--- src/rtl/csr_access_unit_pkg.sv ---
// rtl/csr_access_unit_pkg.sv - shared op encodings, FSM states and address helpers
package csr_access_unit_pkg;

  // Zicsr funct3 encodings; 000 and 100 are not CSR ops and are reported illegal
  localparam logic [2:0] CSR_OP_RW  = 3'b001;
  localparam logic [2:0] CSR_OP_RS  = 3'b010;
  localparam logic [2:0] CSR_OP_RC  = 3'b011;
  localparam logic [2:0] CSR_OP_RWI = 3'b101;
  localparam logic [2:0] CSR_OP_RSI = 3'b110;
  localparam logic [2:0] CSR_OP_RCI = 3'b111;

  typedef enum logic [1:0] {
    S_IDLE  = 2'd0,
    S_READ  = 2'd1,
    S_WRITE = 2'd2,
    S_RESP  = 2'd3
  } state_e;

  // CSR addresses whose top two bits are 11 are read-only
  function automatic logic csr_is_ro(input logic [1:0] addr_hi);
    return addr_hi == 2'b11;
  endfunction

endpackage

--- src/rtl/csr_access_unit_if.sv ---
// rtl/csr_access_unit_if.sv - EX request/response and CSR file bus bundle
interface csr_access_unit_if #(
  parameter int ADDR_W = 12,
  parameter int DATA_W = 32
) ();

  logic              req_valid;
  logic              req_ready;
  logic [2:0]        req_op;
  logic [ADDR_W-1:0] req_addr;
  logic [4:0]        req_rs1_idx;
  logic [DATA_W-1:0] req_rs1_val;
  logic              resp_valid;
  logic              resp_ready;
  logic [DATA_W-1:0] resp_rdata;
  logic              resp_illegal;
  logic [ADDR_W-1:0] csr_raddr;
  logic [DATA_W-1:0] csr_rdata;
  logic              csr_we;
  logic [ADDR_W-1:0] csr_waddr;
  logic [DATA_W-1:0] csr_wdata;

  // Access unit view: accepts requests, issues responses, drives the CSR file
  modport master (
    input  req_valid, req_op, req_addr, req_rs1_idx, req_rs1_val, resp_ready, csr_rdata,
    output req_ready, resp_valid, resp_rdata, resp_illegal, csr_raddr, csr_we, csr_waddr,
    output csr_wdata
  );

  // Environment view: EX stage plus the CSR file
  modport slave (
    output req_valid, req_op, req_addr, req_rs1_idx, req_rs1_val, resp_ready, csr_rdata,
    input  req_ready, resp_valid, resp_rdata, resp_illegal, csr_raddr, csr_we, csr_waddr,
    input  csr_wdata
  );

endinterface

--- src/rtl/csr_access_unit_rmw_alu.sv ---
// rtl/csr_access_unit_rmw_alu.sv - combinational read-modify-write and legality check
module csr_access_unit_rmw_alu
  import csr_access_unit_pkg::*;
#(
  parameter int DATA_W   = 32,
  parameter int RO_CHECK = 1
) (
  input  logic [DATA_W-1:0] old,
  input  logic [DATA_W-1:0] src,
  input  logic [2:0]        op,
  input  logic [4:0]        rs1_idx,
  input  logic [1:0]        addr_hi,
  output logic [DATA_W-1:0] new_val,
  output logic              do_wr,
  output logic              illegal
);

  // New CSR value, write intent and legality for the latched op
  always_comb begin
    new_val = src;
    case (op)
      CSR_OP_RW, CSR_OP_RWI: new_val = src;
      CSR_OP_RS, CSR_OP_RSI: new_val = old | src;
      CSR_OP_RC, CSR_OP_RCI: new_val = old & ~src;
      default:               new_val = src;
    endcase
    // Plain writes always write; set/clear with x0 or uimm 0 are pure reads
    do_wr   = (op[1:0] == 2'b01) || (rs1_idx != 5'd0);
    illegal = (op[1:0] == 2'b00) || ((RO_CHECK != 0) && do_wr && csr_is_ro(addr_hi));
  end

endmodule

--- src/rtl/csr_access_unit.sv ---
// rtl/csr_access_unit.sv - multi-cycle Zicsr read-modify-write initiator
module csr_access_unit
  import csr_access_unit_pkg::*;
#(
  parameter int ADDR_W   = 12,
  parameter int DATA_W   = 32,
  parameter int RO_CHECK = 1
) (
  input logic               clk,
  input logic               rst,
  csr_access_unit_if.master bus
);

  state_e            state_q, state_d;
  logic [2:0]        op_q;
  logic [ADDR_W-1:0] addr_q;
  logic [4:0]        idx_q;
  logic [DATA_W-1:0] src_q;
  logic [DATA_W-1:0] old_q;
  logic [DATA_W-1:0] new_q;
  logic              illegal_q;

  logic [DATA_W-1:0] alu_new;
  logic              alu_do_wr;
  logic              alu_illegal;

  csr_access_unit_rmw_alu #(
    .DATA_W   (DATA_W),
    .RO_CHECK (RO_CHECK)
  ) u_alu (
    .old     (bus.csr_rdata),
    .src     (src_q),
    .op      (op_q),
    .rs1_idx (idx_q),
    .addr_hi (addr_q[ADDR_W-1:ADDR_W-2]),
    .new_val (alu_new),
    .do_wr   (alu_do_wr),
    .illegal (alu_illegal)
  );

  // State register plus request latch on accept and RMW capture during READ
  always_ff @(posedge clk) begin
    if (rst) begin
      state_q   <= S_IDLE;
      op_q      <= '0;
      addr_q    <= '0;
      idx_q     <= '0;
      src_q     <= '0;
      old_q     <= '0;
      new_q     <= '0;
      illegal_q <= 1'b0;
    end else begin
      state_q <= state_d;
      case (state_q)
        S_IDLE: begin
          if (bus.req_valid) begin
            op_q   <= bus.req_op;
            addr_q <= bus.req_addr;
            idx_q  <= bus.req_rs1_idx;
            src_q  <= bus.req_op[2] ? {{(DATA_W-5){1'b0}}, bus.req_rs1_idx} : bus.req_rs1_val;
          end
        end
        S_READ: begin
          old_q     <= bus.csr_rdata;
          new_q     <= alu_new;
          illegal_q <= alu_illegal;
        end
        default: ;
      endcase
    end
  end

  // Next-state: READ branches on whether a legal write is needed
  always_comb begin
    state_d = state_q;
    case (state_q)
      S_IDLE:  if (bus.req_valid) state_d = S_READ;
      S_READ:  state_d = (alu_do_wr && !alu_illegal) ? S_WRITE : S_RESP;
      S_WRITE: state_d = S_RESP;
      S_RESP:  if (bus.resp_ready) state_d = S_IDLE;
      default: state_d = S_IDLE;
    endcase
  end

  assign bus.req_ready    = (state_q == S_IDLE);
  assign bus.resp_valid   = (state_q == S_RESP);
  assign bus.resp_rdata   = (state_q == S_RESP && !illegal_q) ? old_q : '0;
  assign bus.resp_illegal = (state_q == S_RESP) && illegal_q;
  assign bus.csr_raddr    = addr_q;
  assign bus.csr_waddr    = addr_q;
  assign bus.csr_wdata    = new_q;
  // The CSR file captures on the falling edge, so reset must cancel a write already in WRITE
  assign bus.csr_we       = (state_q == S_WRITE) && !rst;

endmodule

--- src/flat_wrapper.sv ---
// flat-port wrapper written by rule: the top's interface ports become plain ports
module csr_access_unit_flat import csr_access_unit_pkg::*;
#(
  parameter int ADDR_W   = 12,
  parameter int DATA_W   = 32,
  parameter int RO_CHECK = 1
)
  (clk, rst, bus_req_valid, bus_req_op, bus_req_addr, bus_req_rs1_idx, bus_req_rs1_val, bus_resp_ready, bus_csr_rdata, bus_req_ready, bus_resp_valid, bus_resp_rdata, bus_resp_illegal, bus_csr_raddr, bus_csr_we, bus_csr_waddr, bus_csr_wdata);
  csr_access_unit_if #(.ADDR_W(ADDR_W), .DATA_W(DATA_W)) bus_i ();
  input logic clk;
  input logic rst;
  input wire logic [$bits(bus_i.req_valid)-1:0] bus_req_valid;
  input wire logic [$bits(bus_i.req_op)-1:0] bus_req_op;
  input wire logic [$bits(bus_i.req_addr)-1:0] bus_req_addr;
  input wire logic [$bits(bus_i.req_rs1_idx)-1:0] bus_req_rs1_idx;
  input wire logic [$bits(bus_i.req_rs1_val)-1:0] bus_req_rs1_val;
  input wire logic [$bits(bus_i.resp_ready)-1:0] bus_resp_ready;
  input wire logic [$bits(bus_i.csr_rdata)-1:0] bus_csr_rdata;
  output wire logic [$bits(bus_i.req_ready)-1:0] bus_req_ready;
  output wire logic [$bits(bus_i.resp_valid)-1:0] bus_resp_valid;
  output wire logic [$bits(bus_i.resp_rdata)-1:0] bus_resp_rdata;
  output wire logic [$bits(bus_i.resp_illegal)-1:0] bus_resp_illegal;
  output wire logic [$bits(bus_i.csr_raddr)-1:0] bus_csr_raddr;
  output wire logic [$bits(bus_i.csr_we)-1:0] bus_csr_we;
  output wire logic [$bits(bus_i.csr_waddr)-1:0] bus_csr_waddr;
  output wire logic [$bits(bus_i.csr_wdata)-1:0] bus_csr_wdata;
  assign bus_i.req_valid = bus_req_valid;
  assign bus_i.req_op = bus_req_op;
  assign bus_i.req_addr = bus_req_addr;
  assign bus_i.req_rs1_idx = bus_req_rs1_idx;
  assign bus_i.req_rs1_val = bus_req_rs1_val;
  assign bus_i.resp_ready = bus_resp_ready;
  assign bus_i.csr_rdata = bus_csr_rdata;
  assign bus_req_ready = bus_i.req_ready;
  assign bus_resp_valid = bus_i.resp_valid;
  assign bus_resp_rdata = bus_i.resp_rdata;
  assign bus_resp_illegal = bus_i.resp_illegal;
  assign bus_csr_raddr = bus_i.csr_raddr;
  assign bus_csr_we = bus_i.csr_we;
  assign bus_csr_waddr = bus_i.csr_waddr;
  assign bus_csr_wdata = bus_i.csr_wdata;
  csr_access_unit #(.ADDR_W(ADDR_W), .DATA_W(DATA_W), .RO_CHECK(RO_CHECK)) u_core (.clk(clk), .rst(rst), .bus(bus_i));
endmodule
--- config.mk ---
export PLATFORM = sky130hd
export DESIGN_NAME = csr_access_unit_flat
export DESIGN_NICKNAME = d
export VERILOG_FILES = /design/src/rtl/csr_access_unit_pkg.sv /design/src/rtl/csr_access_unit_if.sv /design/src/rtl/csr_access_unit_rmw_alu.sv /design/src/rtl/csr_access_unit.sv /design/src/flat_wrapper.sv
export SDC_FILE = /design/constraint.sdc
export NUM_CORES = 1
export LEC_CHECK = 0
export BUFFER_PORTS_ARGS = -buffer_cell sky130_fd_sc_hd__buf_2
export CELL_PAD_IN_SITES_DETAIL_PLACEMENT = 2
export CELL_PAD_IN_SITES_GLOBAL_PLACEMENT = 2
export CORE_ASPECT_RATIO = 2
export CORE_UTILIZATION = 29
export DETAILED_ROUTE_END_ITERATION = 10
export HOLD_SLACK_MARGIN = 0.1
export PLACE_DENSITY_LB_ADDON = 0.1
export SLEW_MARGIN = 10
export SYNTH_ARGS = -nofsm -noshare
export SYNTH_HDL_FRONTEND = slang
export SYNTH_HIERARCHICAL = 1
export SYNTH_SLANG_ARGS = --single-unit
--- constraint.sdc ---
create_clock -name clk -period 1.9 [get_ports clk]
set_input_delay 0.475 -clock clk [delete_from_list [all_inputs] [get_ports clk]]
set_output_delay 0.475 -clock clk [all_outputs]
set_load 0.03 [all_outputs]
==> metrics.md, run 1 <==
| Metric | Value |
|---|---|
| Outcome | complete, but fails checks |
| Violations in the final reports | negative setup slack |
| Post-DRT Antenna Nets | 0 |
| Die Wd | 97.5 um |
| Min Hold Slack | 0.293 ns |
| Crit-path leading delay family | flip-flops |
| Overall via count from detail_route | 4673 |
| Leakage | 0.00307 uW |
| Layout Utilization | 40.4% |
| Pre-CTS setup slack | 0.0305 ns |
| CTS Root Buffer Type | clkbuf_16 |
| Skew-Pair Late Insertion Delay | 0.42 ns |
| Worst VDD drop | 662 uV |
| Count of pins over their slew limit | 0 |
| Port Buffers | 179 |
| DRT Pass-1 Iters | 4 |
| CTS tree | yes |
| Layout cells sized above 1 | 39.7% |
| Gate power share | 27.9% |
| Clock Power Share | 38.2% |
| Io pins | 180 |
| Iter 0 DRT Violations | 61 |
| Ys Warns | 6 |
| Crit share post-route | 107% |
| Mean Syn Cell Area | 9.03 um^2 |
| Vias in the first global route | 5197 |
| First-pass GRT wire length | 27400 um |
| Max cap viols | 0 |
| Internal Power | 6110 uW |
| DR WL/cell | 18.0 um |
| RSZ-0062 raised after global routing | true |
| Register share of total power | 33.9% |
| FF-to-FF Start | u_core/state_q[1] |
| Total grt overflow | 0 |
| GRT Util Overall | 19.1% |
| Hold Crit Class | input port to flip-flop |
| Drt drc | 0 |
| Post-Syn Area | 5290 um^2 |
| Worst-case clock buffer depth | 2 |
| Chip height | 193 um |
| Final worst slack | -0.133 ns |
| Total CTS buffers | 17 |
| Layout Nets | 834 |
| Area Overhead vs Synth | 36.0% |
| FP Rows | 69 |
| Power per Cell Area | 1250 nW/um^2 |
| CTS Hold Bufs | 0 |
| Cells after Synth | 585 |
| Clk sinks | 118 |
| Sw power | 2890 uW |
| Arr. time, crit path | 1.56 ns |
| Clk_skew | 0.00919 ns |
| Starting density of the core | 29.7% |
| H-tree depth | 4 |
| CP bufs+invs | 2 |
| Vias per cell | 4.82 |
| Hold Path Origin | bus_req_addr[11] |
| WL final | 17400 um |
| Critical path type | flip-flop to output pin |
| Post-DP HPWL | 12400 um |
| Filler cell count in the final layout | 1996 |
| Req. time, crit path | 1.42 ns |
| Setup Total Neg Slack | -3.81 ns |
| Switching Share | 32.1% |
| Slowest CP cell | dfxtp_2 |
| CP Cell Sequence | ha_4 > nor2b_4 > buf_12 > and2_2 > buf_6 |
| Tmin final | 2.03 ns |
| Tightest Pin Transition | 0.539 ns |
| Initial antenna violation count | 1 |
| Endpoints failing setup | 34 |
| Clock slew at reported path FFs | 0.06 ns |
| Slowest stage delay, CP | 0.35 ns |
| Total power | 9000 uW |
| Die area | 18800 um^2 |
| Slew headroom | 64.1% |
| Worst setup path startpoint | u_core/state_q[0] |
| Post-synth net total | 677 |
| Fmax | 492 MHz |
| Endpoints failing hold | 0 |
| GPL Wtd Cong | 0.711 |
| Startpoint Class | flip-flop |
| Crit Path Max Fanout | 22 |
| CP Capture Type | output pin |
| Pin count of the biggest net entering global routing | 119 |
| Core footprint | 17800 um^2 |
-- tightest hold or removal path, cell delays in order --
cell,delay (ns)
buf_2,0.09
nand2_1,0.04
a21oi_1,0.05
-- metal layers --
metal	share of wire, %	vias up	track usage, %
met1	36	2267	19.1
met2	57	122	36.4
met4	3.1	0	9.79
li1	-	2259	-
met5	0	-	0
met3	3.9	25	4.35
-- layout make-up --
class	instances	area, um^2	share of cell area, %
timing repair buffer	197	1320	18.3
clock buffer	23	478	6.65
multi-input combinational	405	2590	36.0
tap	213	267	3.71
clock inverter	9	148	2.05
antenna	1	2.50	0.0348
inverter	3	17.5	0.244
sequential	118	2370	33.0
-- cells in the final DEF (no fill, tap or decap), types with 2 or more instances in the layout --
cell type	count
a211oi_1	5
a21oi_1	82
a21oi_2	30
and2_1	3
and2_2	30
and2_4	2
buf_12	5
buf_2	143
buf_4	14
buf_6	35
bufinv_16	4
clkbuf_1	3
clkbuf_16	17
clkbuf_8	3
clkinv_2	4
clkinvlp_4	2
dfxtp_1	115
dfxtp_2	2
ha_4	3
mux2i_1	70
nand2_1	65
nand2b_1	3
nand3_1	2
nand3b_1	27
nor2_1	73
nor2b_4	2
-- power by group through the flow --
stage	Combinational (uW)	Sequential [uW]	Clock, uW
2_1_floorplan	1660	3200	0
3_3_place_gp	2380	3070	0
3_5_place_dp	2480	3090	0
4_1_cts	2560	3060	3560
5_1_grt	2730	3090	3670
6_report	2510	3050	3440
-- path summary, 6_finish.rpt --
| check | slack (ns) | cells after the start | to |
|---|---|---|---|
| min reg2reg | 0.47 | 2 | u_core/idx_q[3] |
| max | -0.13 | 5 | bus_resp_rdata[12] |
| max reg2reg | 0.23 | 6 | u_core/bus.csr_wdata[0] |
| min | 0.29 | 3 | u_core/bus.csr_raddr[11] |
-- state kept, by name (all words and copies together), names as in the netlist --
name and flops:
u_core/old_q 32, u_core/bus.csr_wdata 32, u_core/illegal_q 1, u_core/src_q 32, u_core/bus.csr_raddr 12, u_core/state_q 2
u_core/idx_q 5, u_core/op_q 2
-- timing repair --
action | in CTS | in global routing
resized for setup | 81 | 1
endpoints found under the setup margin | 35 | 34
buffers inserted | 0 | 1
-- through the flow --
stage          cells  cell area [um^2]
6_report         969              7190
5_1_grt          969              7190
4_1_cts          967              7170
3_5_place_dp     935              6280
3_3_place_gp     935              6280
2_1_floorplan    585              5330
No activity file was read; power rests on OpenSTA's default activity.
==> run 2: changes to the inputs <==
==> constraint.sdc (replaced) <==
create_clock -name clk -period 1.9 [get_ports clk]
set_input_delay 0.38 -clock clk [delete_from_list [all_inputs] [get_ports clk]]
set_output_delay 0.38 -clock clk [all_outputs]
set_load 0.03 [all_outputs]
==> run 2 against run 1 <==
Effect of this change: the flow still finishes with violations (negative setup slack); clock skew increased by 0.00072 ns; power increased by 1.0%; setup slack about the same; global-route usage increased by 1.6 points; via count increased by 2.7%; critical path type unchanged.
==> metrics.md, run 2 (synthesis gave the netlist of run 1 again) <==
| Metric | Value |
|---|---|
| Outcome | complete, but fails checks (unchanged) |
| Violations in the final reports | negative setup slack (unchanged) |
| Clk sinks | 118 (unchanged) |
| CTS tree | yes (unchanged) |
| Commonest non-fill, non-tap cell in the layout | buf_2 (unchanged) |
| Hold Crit Class | input port to flip-flop (unchanged) |
| Post-DRT Antenna Nets | 0 (unchanged) |
| Vias in the first global route | 5440 (was 5197) |
| H-tree depth | 4 (unchanged) |
| First-pass GRT wire length | 29600 um (was 27400 um) |
| Worst VDD drop | 581 uV (was 662 uV) |
| Pin count of the biggest net entering global routing | 88 (was 119) |
| Tmin final | 2.03 ns (about the same) |
| Ant diodes | 0 (was 1) |
| Starting density of the core | 29.7% (unchanged) |
| CP Depth | 6 (was 5) |
| Crit Path Max Fanout | 7 (was 22) |
| Leakage | 0.00311 uW (was 0.00307 uW) |
| DRT Pass-1 Iters | 4 (unchanged) |
| Drt drc | 0 (unchanged) |
| Layout Nets | 838 (was 834) |
| Filler cell count in the final layout | 2000 (was 1996) |
| Critical path type | flip-flop to output pin (unchanged) |
| Initial antenna violation count | 0 (was 1) |
| GPL Wtd Cong | 0.749 (was 0.711) |
| Tightest Pin Transition | 0.446 ns (was 0.539 ns) |
| DR WL/cell | 19.8 um (was 18.0 um) |
| Vias per cell | 4.94 (was 4.82) |
| Register area | 2370 um^2 (unchanged) |
| Final worst slack | -0.133 ns (about the same) |
| Timing endpoint of the critical path | bus_resp_rdata[8] (was bus_resp_rdata[12]) |
| FF-to-FF Start | u_core/state_q[1] (unchanged) |
| Fmax | 492 MHz (about the same) |
| Cells on worst reg2reg path | 7 (was 6) |
| Crit-path leading delay family | buffers and inverters (was flip-flops) |
| Reg2reg end | u_core/src_q[3] (was u_core/bus.csr_wdata[0]) |
| Area Overhead vs Synth | 37.8% (was 36.0%) |
| Power per Cell Area | 1250 nW/um^2 (about the same) |
| Layout cells sized above 1 | 39.3% (was 39.7%) |
| Most frequent cells in the layout | buf_2 (145), dfxtp_1 (115), a21oi_1 (82), nor2_1 (73), mux2i_1 (70) (was buf_2 (143), dfxtp_1 (115), a21oi_1 (82), nor2_1 (73), mux2i_1 (70)) |
| Max cap viols | 0 (unchanged) |
| Io pins | 180 (unchanged) |
| Post-DP HPWL | 12800 um (was 12400 um) |
| Layout Utilization | 41.0% (was 40.4%) |
| CTS Root Buffer Type | clkbuf_16 (unchanged) |
| Slowest stage delay, CP | 0.35 ns (about the same) |
| FP Rows | 69 (unchanged) |
| Arr. time, crit path | 1.65 ns (was 1.56 ns) |
| Req. time, crit path | 1.52 ns (was 1.42 ns) |
| Worst-case clock buffer depth | 2 (unchanged) |
| Endpoints failing setup | 32 (was 34) |
| Skew-Pair Late Insertion Delay | 0.41 ns (was 0.42 ns) |
| Core footprint | 17800 um^2 (unchanged) |
| Die Wd | 97.5 um (unchanged) |
| Worst setup path startpoint | u_core/state_q[0] (unchanged) |
| WL final | 19200 um (was 17400 um) |
| Startpoint Class | flip-flop (unchanged) |
| Count of pins over their slew limit | 0 (unchanged) |
| RSZ-0062 raised after global routing | true (unchanged) |
| Slowest CP cell | dfxtp_2 (unchanged) |
| Chip height | 193 um (unchanged) |
| Endpoints failing hold | 0 (unchanged) |
| Multi-input gate area | 2620 um^2 (was 2590 um^2) |
| CP Capture Type | output pin (unchanged) |
| R2R setup slack | 0.22 ns (was 0.23 ns) |
| CP bufs+invs | 3 (was 2) |
| Slew headroom | 70.2% (was 64.1%) |
| Die area | 18800 um^2 (unchanged) |
| GRT Util Overall | 20.7% (was 19.1%) |
| Total CTS buffers | 17 (unchanged) |
| Port Buffers | 179 (unchanged) |
| Total grt overflow | 0 (unchanged) |
| Iter 0 DRT Violations | 66 (was 61) |
| Setup Total Neg Slack | -2.67 ns (was -3.81 ns) |
| Clk_skew | 0.00992 ns (was 0.00919 ns) |
| Crit share post-route | 107% (about the same) |
| Clock slew at reported path FFs | 0.05 ns (was 0.06 ns) |
| CP Cell Sequence | ha_4 > nor2b_4 > buf_12 > buf_16 > and2_4 > buf_6 (was ha_4 > nor2b_4 > buf_12 > and2_2 > buf_6) |
| Overall via count from detail_route | 4801 (was 4673) |
-- run 2: changes by cell type in the layout (fill, tap and decap cells not counted), sizes merged --
cell      before  now
clkbuf        23   22
clkinvlp       2    3
clkinv         4    3
diode          1    0
buf          197  201
-- run 2: where the power goes --
group          internal (uW)  switching, uW
combinational           1040           1580
sequential              2820            249
clock                   2250           1150
total                   6110           2980
-- run 2: routing by layer --
layer	share of wire (%)	track usage, %	vias to the layer above
met5	0	0	-
met4	2.2	8.60	0
met3	4.1	4.53	25
met2	58	41.2	125
met1	36	20.1	2378
li1	-	-	2273
-- run 2: worst min-delay path by stage --
stage / startpoint / to / slack [ns] / cells after the start
finish: bus_req_addr[0] / u_core/bus.csr_raddr[0] / 0.20 / 3
global route: bus_req_addr[5] / u_core/bus.csr_raddr[5] / 0.20 / 3
CTS: bus_req_addr[3] / u_core/bus.csr_raddr[3] / 0.19 / 3
detailed placement: u_core/idx_q[1] / u_core/idx_q[1] / 0.45 / 2
global placement: u_core/idx_q[2] / u_core/idx_q[2] / 0.44 / 2
floorplan: u_core/idx_q[2] / u_core/idx_q[2] / 0.44 / 2
-- run 2: worst min-delay path: cells and delay by family --
family,cells,cell delay (ns)
buf+inv,1,0.09
simple gates,1,0.05
compound gates,1,0.05
-- run 2: through the flow --
step                      instance area, um^2  setup slack, ns  hold WS, ns  instances  power (uW)
after floorplan                          5290           0.0787        0.436        585        4870
after global routing                     7280           -0.201        0.196        971        9550
final                                    7280           -0.133        0.204        971        9090
after CTS                                7260           -0.149        0.187        971        9200
after global placement                   6260            0.221        0.444        934        5450
after detailed placement                 6260            0.106        0.451        934        5580
-- run 2: repair_timing --
item | in CTS | in global routing
gates resized for setup | 93 | 13
buffers inserted | 5 | 3
hold buffers | 0 | 0
cloned | 2 | 0
pin swaps | 14 | 1
endpoints found under the setup margin | 34 | 33
-- run 2: area by class of cell --
cell class	count	area share (%)
clock inverters	9	2.06
inverters	3	0.241
clock buffers	22	6.37
repair buffers	201	19.2
multi-input cells	405	35.9
flip-flops and latches	118	32.5
well taps	213	3.66
==> run 3: changes to the inputs <==
==> constraint.sdc (replaced) <==
create_clock -name clk -period 2.1 [get_ports clk]
set_input_delay 0.42 -clock clk [delete_from_list [all_inputs] [get_ports clk]]
set_output_delay 0.42 -clock clk [all_outputs]
set_load 0.03 [all_outputs]
==> run 3 against run 2 <==
Effect of this change: the run now ends clean; cell count decreased by 0.93%; combinational power fell by 14%; setup slack better by 0.17 ns; non-clock buffer count decreased by 5; register-to-register slack improved by 0.14 ns.
==> metrics.md, run 3 (synthesis gave the netlist of run 1 again) <==
| Metric | Value |
|---|---|
| CTS Root Buffer Type | clkbuf_16 (unchanged) |
| Internal Power | 5180 uW (was 6110 uW) |
| Met3 Use GR | 3.84% (was 4.53%) |
| DRT Pass-1 Iters | 4 (unchanged) |
| Filler cell count in the final layout | 1982 (was 2000) |
| R2R setup slack | 0.36 ns (was 0.22 ns) |
| Clock Power Share | 35.1% (was 37.4%) |
| FF-to-FF Start | u_core/state_q[0] (was u_core/state_q[1]) |
| Crit Path Max Fanout | 14 (was 7) |
| Post-DP HPWL | 12200 um (was 12800 um) |
| Starting density of the core | 29.7% (unchanged) |
| Setup Total Neg Slack | 0 ns (was -2.67 ns) |
| Io pins | 180 (unchanged) |
| Port Buffers | 179 (unchanged) |
| Drt drc | 0 (unchanged) |
| Commonest non-fill, non-tap cell in the layout | buf_2 (unchanged) |
| Cells on worst reg2reg path | 7 (unchanged) |
| Total CTS buffers | 17 (unchanged) |
| Clk sinks | 118 (unchanged) |
| Post-DRT Antenna Nets | 0 (unchanged) |
| Pre-CTS setup slack | 0.142 ns (was 0.106 ns) |
| Clock slew at reported path FFs | 0.05 ns (about the same) |
| Outcome | finished clean (was complete, but fails checks) |
| Endpoints failing setup | 0 (was 32) |
| Startpoint Class | flip-flop (unchanged) |
| Worst-case clock buffer depth | 2 (unchanged) |
| RSZ-0062 raised after global routing | true (unchanged) |
| Crit share post-route | 98.4% |
| Slew headroom | 61.6% (was 70.2%) |
| Vias in the first global route | 5171 (was 5440) |
| Final worst slack | 0.0335 ns (was -0.133 ns) |
| WL final | 17700 um (was 19200 um) |
| Req. time, crit path | 1.68 ns (was 1.52 ns) |
| Area Overhead vs Synth | 33.7% (was 37.8%) |
| Clk_skew | 0.00667 ns (was 0.00992 ns) |
| Arr. time, crit path | 1.65 ns (about the same) |
| Count of pins over their slew limit | 0 (unchanged) |
| FP Rows | 69 (unchanged) |
| Hold Path Origin | bus_req_op[1] (was bus_req_addr[0]) |
| Most frequent cells in the layout | buf_2 (146), dfxtp_1 (115), a21oi_1 (82), nor2_1 (73), mux2i_1 (70) (was buf_2 (145), dfxtp_1 (115), a21oi_1 (82), nor2_1 (73), mux2i_1 (70)) |
| Core footprint | 17800 um^2 (unchanged) |
| Vias per cell | 4.86 (was 4.94) |
| GPL Wtd Cong | 0.721 (was 0.749) |
| First-pass GRT wire length | 27900 um (was 29600 um) |
| Reg2reg end | u_core/src_q[30] (was u_core/src_q[3]) |
| Met2 Usage GRT | 38.4% (was 41.2%) |
| Switching Share | 33.1% (was 32.8%) |
| GR peak layer | met2 (unchanged) |
| Iter 0 DRT Violations | 76 (was 66) |
| Hold Crit Class | input port to flip-flop (unchanged) |
| GRT Util Overall | 19.2% (was 20.7%) |
| Initial antenna violation count | 0 (unchanged) |
| WHS Endpoint | u_core/op_q[1] (was u_core/bus.csr_raddr[0]) |
| Worst VDD drop | 524 uV (was 581 uV) |
| Tmin final | 2.07 ns |
| Dpl cells | 931 (was 934) |
| H-tree depth | 4 (unchanged) |
| CP Capture Type | output pin (unchanged) |
| CTS tree | yes (unchanged) |
| Endpoints failing hold | 0 (unchanged) |
| Die area | 18800 um^2 (unchanged) |
| Register share of total power | 35.7% (was 33.7%) |
| Layout Utilization | 39.7% (was 41.0%) |
| Die Wd | 97.5 um (unchanged) |
| Max cap viols | 0 (unchanged) |
| Leakage | 0.00303 uW (was 0.00311 uW) |
| Critical path type | flip-flop to output pin (unchanged) |
| Sw power | 2560 uW (was 2980 uW) |
| Gate power share | 29.2% (was 28.9%) |
| DR WL/cell | 18.4 um (was 19.8 um) |
| Pin count of the biggest net entering global routing | 119 (was 88) |
| Layout Nets | 833 (was 838) |
| Layout cells sized above 1 | 36.6% (was 39.3%) |
| Tightest Pin Transition | 0.576 ns (was 0.446 ns) |
| CTS Hold Bufs | 0 (unchanged) |
| Global-route met1 utilization | 19.3% (was 20.1%) |
| Hold Path Cell Cnt | 3 (unchanged) |
| Ant diodes | 0 (unchanged) |
| Overall via count from detail_route | 4677 (was 4801) |
| Chip height | 193 um (unchanged) |
| Skew-Pair Late Insertion Delay | 0.41 ns (about the same) |
| Final Non-Filler Cells | 962 (was 971) |
| Finished Cell Area | 7070 um^2 (was 7280 um^2) |
| Area of placed instances | 6240 um^2 (was 6260 um^2) |
| Power per Cell Area | 1090 nW/um^2 (was 1250 nW/um^2) |
| Fmax | 484 MHz |
| Total grt overflow | 0 (unchanged) |
==> run 3: critical path, stage by stage, from the launching register on <==
cell	delay, ns
dfxtp_4	0.36
ha_4	0.14
nor2b_4	0.24
buf_12	0.19
and2_1	0.17
buf_6	0.14
==> run 3: how the worst max path moves through the flow <==
stage / slack, ns / endpoint / depth (start not counted) / start
floorplan: 0.15 / bus_resp_rdata[10] / 4 / u_core/state_q[0]
global placement: 0.24 / bus_resp_rdata[27] / 5 / u_core/state_q[0]
detailed placement: 0.14 / bus_resp_rdata[14] / 5 / u_core/state_q[0]
CTS: -0.03 / bus_resp_rdata[6] / 6 / u_core/state_q[0]
global route: -0.04 / bus_resp_rdata[31] / 5 / u_core/state_q[1]
finish: 0.03 / bus_resp_rdata[31] / 5 / u_core/state_q[1]
==> run 3: power groups by stage <==
stage / clock network [uW] / logic, uW / registers (uW)
finish: 2720 / 2260 / 2760
global route: 2900 / 2470 / 2800
CTS: 2800 / 2320 / 2760
global placement: 0 / 2150 / 2780
floorplan: 0 / 1500 / 2900
detailed placement: 0 / 2230 / 2800
==> run 3: metal layers <==
| layer | vias up | wire length [um] |
|---|---|---|
| li1 | 2261 | - |
| met1 | 2301 | 6680 |
| met2 | 108 | 10100 |
| met3 | 7 | 660 |
| met4 | 0 | 191 |
| met5 | - | 0 |
==> run 3: cell type report <==
| cell class | count | area [um^2] | area share, % |
|---|---|---|---|
| Clock buffer | 22 | 494 | 6.99 |
| Clock inverter | 5 | 50.0 | 0.708 |
| Inverter | 3 | 11.3 | 0.159 |
| Multi-Input combinational cell | 405 | 2560 | 36.2 |
| Sequential cell | 118 | 2370 | 33.5 |
| Tap cell | 213 | 267 | 3.77 |
| Timing Repair Buffer | 196 | 1320 | 18.6 |
==> run 3: repair_timing <==
item                       4_1_cts  5_1_grt
pin swaps                        0        1
setup endpoints to repair       32       32
buffers inserted                 5        0
gates cloned                     1        0
resized for setup               56       24
==> run 3: stage by stage <==
step           total power, uW  hold WS, ns
2_1_floorplan             4400        0.436
3_3_place_gp              4930        0.445
3_5_place_dp              5030        0.458
4_1_cts                   7890        0.235
5_1_grt                   8170        0.249
6_report                  7740        0.253
